$ cat config.mk
export PLATFORM = sky130hd
export DESIGN_NAME = pipeline_control
export DESIGN_NICKNAME = d
export VERILOG_FILES = /design/src/rtl/pipeline_control.sv
export SDC_FILE = /design/constraint.sdc
export NUM_CORES = 1
export LEC_CHECK = 0
export ABC_AREA = 1
export CAP_MARGIN = 20
export CORE_ASPECT_RATIO = 0.9
export CORE_MARGIN = 1
export CORE_UTILIZATION = 41
export DETAILED_ROUTE_END_ITERATION = 16
export GPL_TIMING_DRIVEN = 1
export PLACE_DENSITY = 0.85
export SYNTH_ARGS = -nofsm -noshare
export SYNTH_HDL_FRONTEND = slang
export SYNTH_SLANG_ARGS = --single-unit
$ cat constraint.sdc
create_clock -name clk -period 2.1 [get_ports clk]
set_input_delay 0.42 -clock clk [delete_from_list [all_inputs] [get_ports clk]]
set_output_delay 0.42 -clock clk [all_outputs]
set_load 0.005 [all_outputs]
$ cat src/rtl/pipeline_control.sv
// ----------------------------------------------------------------------------
// pipeline_control
//
// Central controller for a 5-stage (F/D/E/M/W) MIPS-subset pipeline. It
// decodes the D-stage instruction, carries the decoded form and the resolved
// destination register down internal E/M/W registers, and from those produces
// the per-stage control words, forwarding-mux selects and stall enables.
// It holds no datapath state of its own.
//
// Ports:
//   clk                   rising-edge clock
//   reset                 asynchronous active-high; E/M/W registers -> nop
//   d_instr[31:0]         instruction currently in D
//   rf_read_result2[31:0] raw RF read of rt for the D instruction (movz test)
//   cw_f_pc_enable        PC write enable (0 = stall)
//   cw_d_pff_enable       F/D register enable (0 = stall)
//   cw_f_npc_jump_mode    0 PC+4, 1 beq, 2 j/jal, 3 jr
//   cw_d_ext_mode         0 zero-ext, 1 sign-ext, 2 imm<<16
//   cw_d_rf_read_addr1/2  rs / rt of d_instr
//   cw_e_m_alusrc         ALU B source: 0 register, 1 extended immediate
//   cw_e_alu_op           0 add, 1 sub, 2 or, 3 pass B, 4 pass A
//   cw_m_dm_write_enable  sw in M
//   cw_w_rf_write_enable  W instruction writes a nonzero register
//   cw_w_m_regdata        0 ALU, 1 DM, 2 PC+8
//   cw_w_rf_write_addr    resolved destination of the W instruction
//   cw_fm_d1/d2           D operand select: 0 RF, 1 E2D_rf, 2 E2D_npc,
//                         3 M2D_alu, 4 M2D_npc, 5 W2D_rf
//   cw_fm_e1/e2           E operand select: 0 pipe, 1 M2E_alu, 2 M2E_npc,
//                         3 W2E_rf
//   cw_fm_m               M store-data select: 0 pipe, 1 W2M_rf
//
// Handshake: there is no valid/ready pair here; the only flow control is the
// stall, during which the PC and F/D register hold (enables = 0), a bubble
// enters E, and M/W keep advancing.
// ----------------------------------------------------------------------------
module pipeline_control (
  input  logic        clk,
  input  logic        reset,
  input  logic [31:0] d_instr,
  input  logic [31:0] rf_read_result2,
  output logic        cw_f_pc_enable,
  output logic        cw_d_pff_enable,
  output logic [2:0]  cw_f_npc_jump_mode,
  output logic [2:0]  cw_d_ext_mode,
  output logic [4:0]  cw_d_rf_read_addr1,
  output logic [4:0]  cw_d_rf_read_addr2,
  output logic        cw_e_m_alusrc,
  output logic [4:0]  cw_e_alu_op,
  output logic        cw_m_dm_write_enable,
  output logic        cw_w_rf_write_enable,
  output logic [2:0]  cw_w_m_regdata,
  output logic [4:0]  cw_w_rf_write_addr,
  output logic [2:0]  cw_fm_d1,
  output logic [2:0]  cw_fm_d2,
  output logic [2:0]  cw_fm_e1,
  output logic [2:0]  cw_fm_e2,
  output logic [2:0]  cw_fm_m
);

  localparam logic [5:0] OP_RTYPE = 6'h00;
  localparam logic [5:0] OP_LUI   = 6'h0F;
  localparam logic [5:0] OP_ORI   = 6'h0D;
  localparam logic [5:0] OP_LW    = 6'h23;
  localparam logic [5:0] OP_SW    = 6'h2B;
  localparam logic [5:0] OP_BEQ   = 6'h04;
  localparam logic [5:0] OP_J     = 6'h02;
  localparam logic [5:0] OP_JAL_A = 6'h03;
  localparam logic [5:0] OP_JAL_B = 6'h0B;
  localparam logic [5:0] FN_ADDU  = 6'h21;
  localparam logic [5:0] FN_SUBU  = 6'h23;
  localparam logic [5:0] FN_MOVZ  = 6'h0A;
  localparam logic [5:0] FN_JR    = 6'h08;

  // One-hot-ish decoded instruction; all zero is a nop.
  typedef struct packed {
    logic addu;
    logic subu;
    logic movz;
    logic jr;
    logic lui;
    logic ori;
    logic lw;
    logic sw;
    logic beq;
    logic j;
    logic jal;
  } dec_t;

  function automatic dec_t decode(input logic [5:0] op, input logic [5:0] fn);
    dec_t r;
    r = '0;
    case (op)
      OP_RTYPE: begin
        case (fn)
          FN_ADDU: r.addu = 1'b1;
          FN_SUBU: r.subu = 1'b1;
          FN_MOVZ: r.movz = 1'b1;
          FN_JR:   r.jr   = 1'b1;
          default: r = '0;
        endcase
      end
      OP_LUI:             r.lui = 1'b1;
      OP_ORI:             r.ori = 1'b1;
      OP_LW:              r.lw  = 1'b1;
      OP_SW:              r.sw  = 1'b1;
      OP_BEQ:             r.beq = 1'b1;
      OP_J:               r.j   = 1'b1;
      OP_JAL_A, OP_JAL_B: r.jal = 1'b1;
      default:            r = '0;
    endcase
    return r;
  endfunction

  // Producers whose result comes out of the ALU (movz passes rs through).
  function automatic logic is_alu(input dec_t d);
    return d.addu | d.subu | d.movz | d.ori | d.lui;
  endfunction

  // Results already available while the producer sits in E.
  function automatic logic ready_in_e(input dec_t d);
    return d.movz | d.jal;
  endfunction

  function automatic logic reads_rs(input dec_t d);
    return d.addu | d.subu | d.movz | d.jr | d.ori | d.lw | d.sw | d.beq;
  endfunction

  // movz's condition uses the raw RF read, so movz is not an rt reader here.
  function automatic logic reads_rt(input dec_t d);
    return d.addu | d.subu | d.beq | d.sw;
  endfunction

  // D-stage operand select: youngest producer wins; an unready one gives 0.
  function automatic logic [2:0] sel_d(input logic [4:0] src, input logic rd,
                                       input dec_t ed, input logic [4:0] edst,
                                       input dec_t md, input logic [4:0] mdst,
                                       input logic [4:0] wdst);
    logic [2:0] s;
    s = 3'd0;
    if (rd && src != 5'd0) begin
      if (edst == src) begin
        if (ed.movz)     s = 3'd1;
        else if (ed.jal) s = 3'd2;
        else             s = 3'd0;
      end else if (mdst == src) begin
        if (is_alu(md))  s = 3'd3;
        else if (md.jal) s = 3'd4;
        else             s = 3'd0;
      end else if (wdst == src) begin
        s = 3'd5;
      end
    end
    return s;
  endfunction

  function automatic logic [2:0] sel_e(input logic [4:0] src, input logic rd,
                                       input dec_t md, input logic [4:0] mdst,
                                       input logic [4:0] wdst);
    logic [2:0] s;
    s = 3'd0;
    if (rd && src != 5'd0) begin
      if (mdst == src) begin
        if (is_alu(md))  s = 3'd1;
        else if (md.jal) s = 3'd2;
        else             s = 3'd0;
      end else if (wdst == src) begin
        s = 3'd3;
      end
    end
    return s;
  endfunction

  // A D source must wait when its youngest producer cannot deliver in time.
  function automatic logic hazard(input logic [4:0] src, input logic rd,
                                  input logic d_use, input logic e_use,
                                  input dec_t ed, input logic [4:0] edst,
                                  input dec_t md, input logic [4:0] mdst);
    logic h;
    h = 1'b0;
    if (rd && src != 5'd0) begin
      if (edst == src) begin
        h = (d_use && !ready_in_e(ed)) || (e_use && ed.lw);
      end else if (mdst == src) begin
        h = d_use && md.lw;
      end
    end
    return h;
  endfunction

  // Pipeline registers
  dec_t       e_dec_q, e_dec_d, m_dec_q, w_dec_q;
  logic [4:0] e_dst_q, e_dst_d, m_dst_q, w_dst_q;
  logic [4:0] e_rs_q,  e_rs_d;
  logic [4:0] e_rt_q,  e_rt_d, m_rt_q;

  dec_t       d_dec;
  logic [4:0] d_rs, d_rt, d_rd, d_dst;
  logic       d_use_rs, d_use_rt, e_use_rs, e_use_rt;
  logic       stall;

  assign d_rs = d_instr[25:21];
  assign d_rt = d_instr[20:16];
  assign d_rd = d_instr[15:11];

  // shamt field is never needed by this instruction subset.
  logic unused_bits;
  assign unused_bits = ^{d_instr[10:6], w_dec_q};

  always_comb begin
    d_dec    = decode(d_instr[31:26], d_instr[5:0]);
    d_dst    = 5'd0;
    if (d_dec.addu || d_dec.subu)             d_dst = d_rd;
    else if (d_dec.movz)                      d_dst = (rf_read_result2 == 32'd0) ? d_rd : 5'd0;
    else if (d_dec.lui || d_dec.ori || d_dec.lw) d_dst = d_rt;
    else if (d_dec.jal)                       d_dst = 5'd31;

    d_use_rs = d_dec.beq | d_dec.jr;
    d_use_rt = d_dec.beq;
    e_use_rs = d_dec.addu | d_dec.subu | d_dec.movz | d_dec.ori | d_dec.lw | d_dec.sw;
    e_use_rt = d_dec.addu | d_dec.subu;

    stall = hazard(d_rs, reads_rs(d_dec), d_use_rs, e_use_rs,
                   e_dec_q, e_dst_q, m_dec_q, m_dst_q)
          | hazard(d_rt, reads_rt(d_dec), d_use_rt, e_use_rt,
                   e_dec_q, e_dst_q, m_dec_q, m_dst_q);

    // A stall drops a bubble into E while D is held.
    e_dec_d = stall ? '0   : d_dec;
    e_dst_d = stall ? 5'd0 : d_dst;
    e_rs_d  = stall ? 5'd0 : d_rs;
    e_rt_d  = stall ? 5'd0 : d_rt;
  end

  always_ff @(posedge clk or posedge reset) begin
    if (reset) begin
      e_dec_q <= '0;
      e_dst_q <= 5'd0;
      e_rs_q  <= 5'd0;
      e_rt_q  <= 5'd0;
      m_dec_q <= '0;
      m_dst_q <= 5'd0;
      m_rt_q  <= 5'd0;
      w_dec_q <= '0;
      w_dst_q <= 5'd0;
    end else begin
      e_dec_q <= e_dec_d;
      e_dst_q <= e_dst_d;
      e_rs_q  <= e_rs_d;
      e_rt_q  <= e_rt_d;
      m_dec_q <= e_dec_q;
      m_dst_q <= e_dst_q;
      m_rt_q  <= e_rt_q;
      w_dec_q <= m_dec_q;
      w_dst_q <= m_dst_q;
    end
  end

  always_comb begin
    cw_f_pc_enable     = ~stall;
    cw_d_pff_enable    = ~stall;

    cw_f_npc_jump_mode = 3'd0;
    if (d_dec.beq)                  cw_f_npc_jump_mode = 3'd1;
    else if (d_dec.j || d_dec.jal)  cw_f_npc_jump_mode = 3'd2;
    else if (d_dec.jr)              cw_f_npc_jump_mode = 3'd3;

    cw_d_ext_mode = 3'd0;
    if (d_dec.lw || d_dec.sw || d_dec.beq) cw_d_ext_mode = 3'd1;
    else if (d_dec.lui)                    cw_d_ext_mode = 3'd2;

    cw_d_rf_read_addr1 = d_rs;
    cw_d_rf_read_addr2 = d_rt;

    cw_e_m_alusrc = e_dec_q.ori | e_dec_q.lui | e_dec_q.lw | e_dec_q.sw;
    cw_e_alu_op   = 5'd0;
    if (e_dec_q.subu)      cw_e_alu_op = 5'd1;
    else if (e_dec_q.ori)  cw_e_alu_op = 5'd2;
    else if (e_dec_q.lui)  cw_e_alu_op = 5'd3;
    else if (e_dec_q.movz) cw_e_alu_op = 5'd4;

    cw_m_dm_write_enable = m_dec_q.sw;

    cw_w_rf_write_enable = (w_dst_q != 5'd0);
    cw_w_rf_write_addr   = w_dst_q;
    cw_w_m_regdata       = 3'd0;
    if (w_dec_q.lw)       cw_w_m_regdata = 3'd1;
    else if (w_dec_q.jal) cw_w_m_regdata = 3'd2;

    cw_fm_d1 = sel_d(d_rs, reads_rs(d_dec), e_dec_q, e_dst_q, m_dec_q, m_dst_q, w_dst_q);
    cw_fm_d2 = sel_d(d_rt, reads_rt(d_dec), e_dec_q, e_dst_q, m_dec_q, m_dst_q, w_dst_q);
    cw_fm_e1 = sel_e(e_rs_q, reads_rs(e_dec_q), m_dec_q, m_dst_q, w_dst_q);
    cw_fm_e2 = sel_e(e_rt_q, reads_rt(e_dec_q), m_dec_q, m_dst_q, w_dst_q);
    cw_fm_m  = (m_dec_q.sw && m_rt_q != 5'd0 && m_rt_q == w_dst_q) ? 3'd1 : 3'd0;
  end

endmodule

==> results.md <==
| Result | Reported |
|---|---|
| Total count of hold-check failures in the final report | 0 |
| # clock sinks | 50 |
| Kind of end point of the critical path | primary output |
| Starting DRC count in detailed routing | 409 |
| Final hold slack | 0.3846 ns |
| Drc violations | 0 |
| Initial antenna violation count | 0 |
| Crit path launch type | flip-flop |
| RSZ-0062 raised after global routing | true |
| Max H-tree Level | 2 |
| TritonCTS clock tree | yes |
| Final worst clock skew | 0.008354 ns |
| Asr flop ratio synth | 100.0% |
| Share of cell area taken by muxes after synthesis | 0% |
| Post-synth EDFFs | 0 |
| Detailed-placement wirelength estimate | 7.660 mm |
| Combined buffer and inverter count along the critical path | 5 |
| Via-to-Cell Ratio | 5.261 |
| Total number of nets in the final design | 694 |
| Final global-route overflow total | 0 |
| Number of clock buffers inserted by TritonCTS | 5 |
| Type of the worst setup path | reg -> out |
| Simple-gate share of the synthesized area | 32.85% |
| Cell Chain, Critical Path | buf_6, inv_2, nand2_1, nand2_1, nor2_1, nand2_1, nor2_4, buf_6, nand3_2, a21oi_2, nand2_2, nand2_4, inv_2, buf_2 |
| Outcome | finished, violations left |
| Achievable clock frequency | 398.4 MHz |
| Number of fill cells | 529 |
| CP max stage cell | dfrtp_1 |
| Post-detailed-placement cell area | 4648 µm² |
| Proportion of synthesized chip area in sequential cells | 39.34% |
| Cell area after layout | 5145 µm² |
| I/O pin count | 115 |
| Pins Over Slew Limit | 0 |
| Portion of the clock cycle consumed by the worst path in the final layout | 119.5% |
| Biggest cell delay along the critical path | 0.42 ns |
| Placeable Area | 7545 µm² |
| DIE AREA | 8114 µm² |
| Synth Area in XOR/XNOR | 8.812% |
| Violated checks | setup timing |
| Diodes inserted | 0 |
| Iteration count of the initial detailed-routing pass | 6 |
| Antenna viol nets, final | 0 |
| Power density over the cells | 441.7 nW/µm² |
| Count of mapped cells out of synthesis | 439 |
| Post-Place Setup Slack | -0.9556 ns |
| Yosys cell types | 39 |
| Setup Total Neg Slack | -3.362 ns |
| Data arrival at the endpoint of the critical path | 2.09 ns |
| Mean instance size in the synthesized netlist | 7.245 µm² |
| Detail-routed net length per standard cell | 16.05 µm |
| Die Span Y | 85.56 µm |
| Vias after detailed routing | 3814 |
| Kind of path behind the tightest hold check | reg -> reg |
| Largest family of logic cells by synthesized area | simple AND/OR/NAND/NOR gates |
| Top flip-flop cell by instance count after synthesis | dfrtp_1 |
| Area growth, synth to finish | 61.76% |
| Gpl congestion | 0.9044 |
| Seq cells post-synth | 50 |
| Yosys Warn Count | 0 |
| Most repeated library cell on the critical path | nand2_1 |
| Worst EP required | 1.68 ns |
| Tot GR Track Use | 29.62% |
| Worst-Skew Late Latency | 0.33 ns |
| Final setup fails | 20 |
| Pleak | 2.612 nW |
| Max-Cap Viols | 0 |
| Starting Density | 42.16% |
| DRT Wirelength | 11.64 mm |
| Wire length of the first global-routing pass | 18.12 mm |
| Maximum number of pins on one net before global-route repair | 24 |
| CTS root buffer | clkbuf_8 |
| Adder and majority cell fraction of the synthesized area | 0% |
| Synth Area in Compound Gates | 6.176% |
| Period minus WS final | 2.510 ns |
| Overall die width | 94.84 µm |
| Bufs on Longest Clock Path | 2 |
| IO Port Bufs | 100 |
| Site Rows | 30 |
| Clock edge transition at the registers on the reported setup and hold paths | 0.09 ns |
| Maximum fanout along the worst path | 3 |
| Worst vdd rail ir drop | 0.0003613 V |
| Via count of the first global-routing pass | 3801 |
| Least setup slack across all paths after layout | -0.4098 ns |
| Number of hold buffers added after cts | 0 |
| Netlist area before placement | 3181 µm² |
| Top cell family by delay on the critical path | simple AND/OR/NAND/NOR gates |
| Fraction of final layout cells with drive strength greater than 1 | 31.16% |
[final cells by class]
| type | count | area (µm²) | share of cell area [%] |
|---|---|---|---|
| multi-input cells | 315 | 1743 | 33.88 |
| repair buffers | 204 | 1723 | 33.49 |
| flip-flops and latches | 50 | 1254 | 24.37 |
| inverters | 52 | 195.2 | 3.794 |
| well taps | 96 | 120.1 | 2.335 |
| clock buffers | 6 | 72.57 | 1.411 |
| clock inverters | 2 | 37.54 | 0.7296 |
[placed cells by master, fill, tap and decap left out, types with 6 or more instances in the layout]
cell,instances
dlygate4sd2_1,12
inv_2,10
nand2_1,76
buf_6,14
nand2_2,13
conb_1,9
dfrtp_1,48
xnor2_1,16
nand4_1,12
nor2_4,9
buf_4,99
inv_1,42
clkdlybuf4s50_1,60
nor3_2,6
nand3_1,18
buf_2,13
xor2_1,16
nor2_1,82
[kinds of logic after synthesis]
group | Yosys count
and+or+nand+nor | 243
buffers and inverters | 82
DFF | 50
xor gates and xnor gates | 32
AOI/OAI and AO/OA | 31
other | 1
[worst reg2reg max path, stage by stage (launching register included)]
cell and delay, ns:
dfrtp_1 0.42, buf_6 0.13, inv_2 0.03, nand2_1 0.05
nand2_1 0.08, nor2_1 0.15, nand2_1 0.13, nor2_4 0.16
buf_6 0.12, nand3_2 0.07, a21oi_2 0.14, nand2_2 0.09
nand2_4 0.07, buf_4 0.28, nor2_1 0.12
[power breakdown]
part,internal (mW),leakage [nW],switching (mW)
combinational,0.290,1.91,0.257
clock,0.356,0.0514,0.340
sequential,0.992,0.655,0.0373
[routing by layer]
metal | track usage [%] | vias to the layer above | routed length [µm]
met4 | 19.42 | 0 | 726
met5 | 0 | - | 0
met2 | 50.10 | 252 | 5681
met3 | 5.851 | 90 | 1060
met1 | 33.90 | 1753 | 4169
li1 | - | 1719 | -
[timing repair]
action                                 CTS  global route
pin swaps                               48            31
setup endpoints to repair               44            31
gates cloned                             0             0
buffers inserted                        31             5
endpoints found under the hold margin    0             0
resized for setup                      160            41
[synthesized netlist by cell type (2+ instances only)]
library cell	number	area (µm²)
inv_1	51	191.4
xnor2_1	16	140.1
nor2_1	92	345.3
clkbuf_1	5	18.77
a21boi_0	5	37.54
o211ai_1	2	15.01
o21ai_0	7	35.03
buf_6	2	22.52
nand3_1	22	110.1
nand4_1	12	75.07
dfrtp_1	50	1251
buf_4	21	157.7
nor4_1	4	25.02
and2_1	3	18.77
a21oi_1	8	40.04
or2_2	3	18.77
nand2_1	88	330.3
clkbuf_2	2	10.01
nor2_2	2	12.51
xor2_1	16	140.1
nor3_1	10	50.05
[flip-flops by register name, indices dropped and copies added, names as in the netlist]
name,flops
cw_m_dm_write_enable,1
cw_w_rf_write_addr,5
e_dec_q,10
e_dst_q,5
e_rs_q,5
e_rt_q,5
m_dec_q,7
m_dst_q,5
m_rt_q,5
w_dec_q,2
[final timing paths]
check / startpoint / cells after the start / end / slack, ns
max: m_dst_q[0] / 14 / cw_d_pff_enable / -0.41
min: m_dec_q[0] / 0 / w_dec_q[0] / 0.38
max reg2reg: m_dst_q[0] / 14 / e_rs_q[4] / -0.04
min reg2reg: m_dec_q[0] / 0 / w_dec_q[0] / 0.38
max in group asynchronous: reset / 3 / cw_w_rf_write_addr[3] / 1.06
min in group asynchronous: reset / 2 / w_dec_q[4] / 0.41
[per-stage QoR]
| step | cells | util (%) | total power [mW] |
|---|---|---|---|
| 2_1_floorplan | 447 | - | 1.251 |
| 3_3_place_gp | 683 | 61.61 | 1.502 |
| 3_5_place_dp | 683 | 61.61 | 1.522 |
| 4_1_cts | 721 | 66.65 | 2.211 |
| 5_1_grt | 725 | 68.19 | 2.359 |
| 6_report | 725 | 68.19 | 2.272 |
Power figures use the tool's default switching activity.
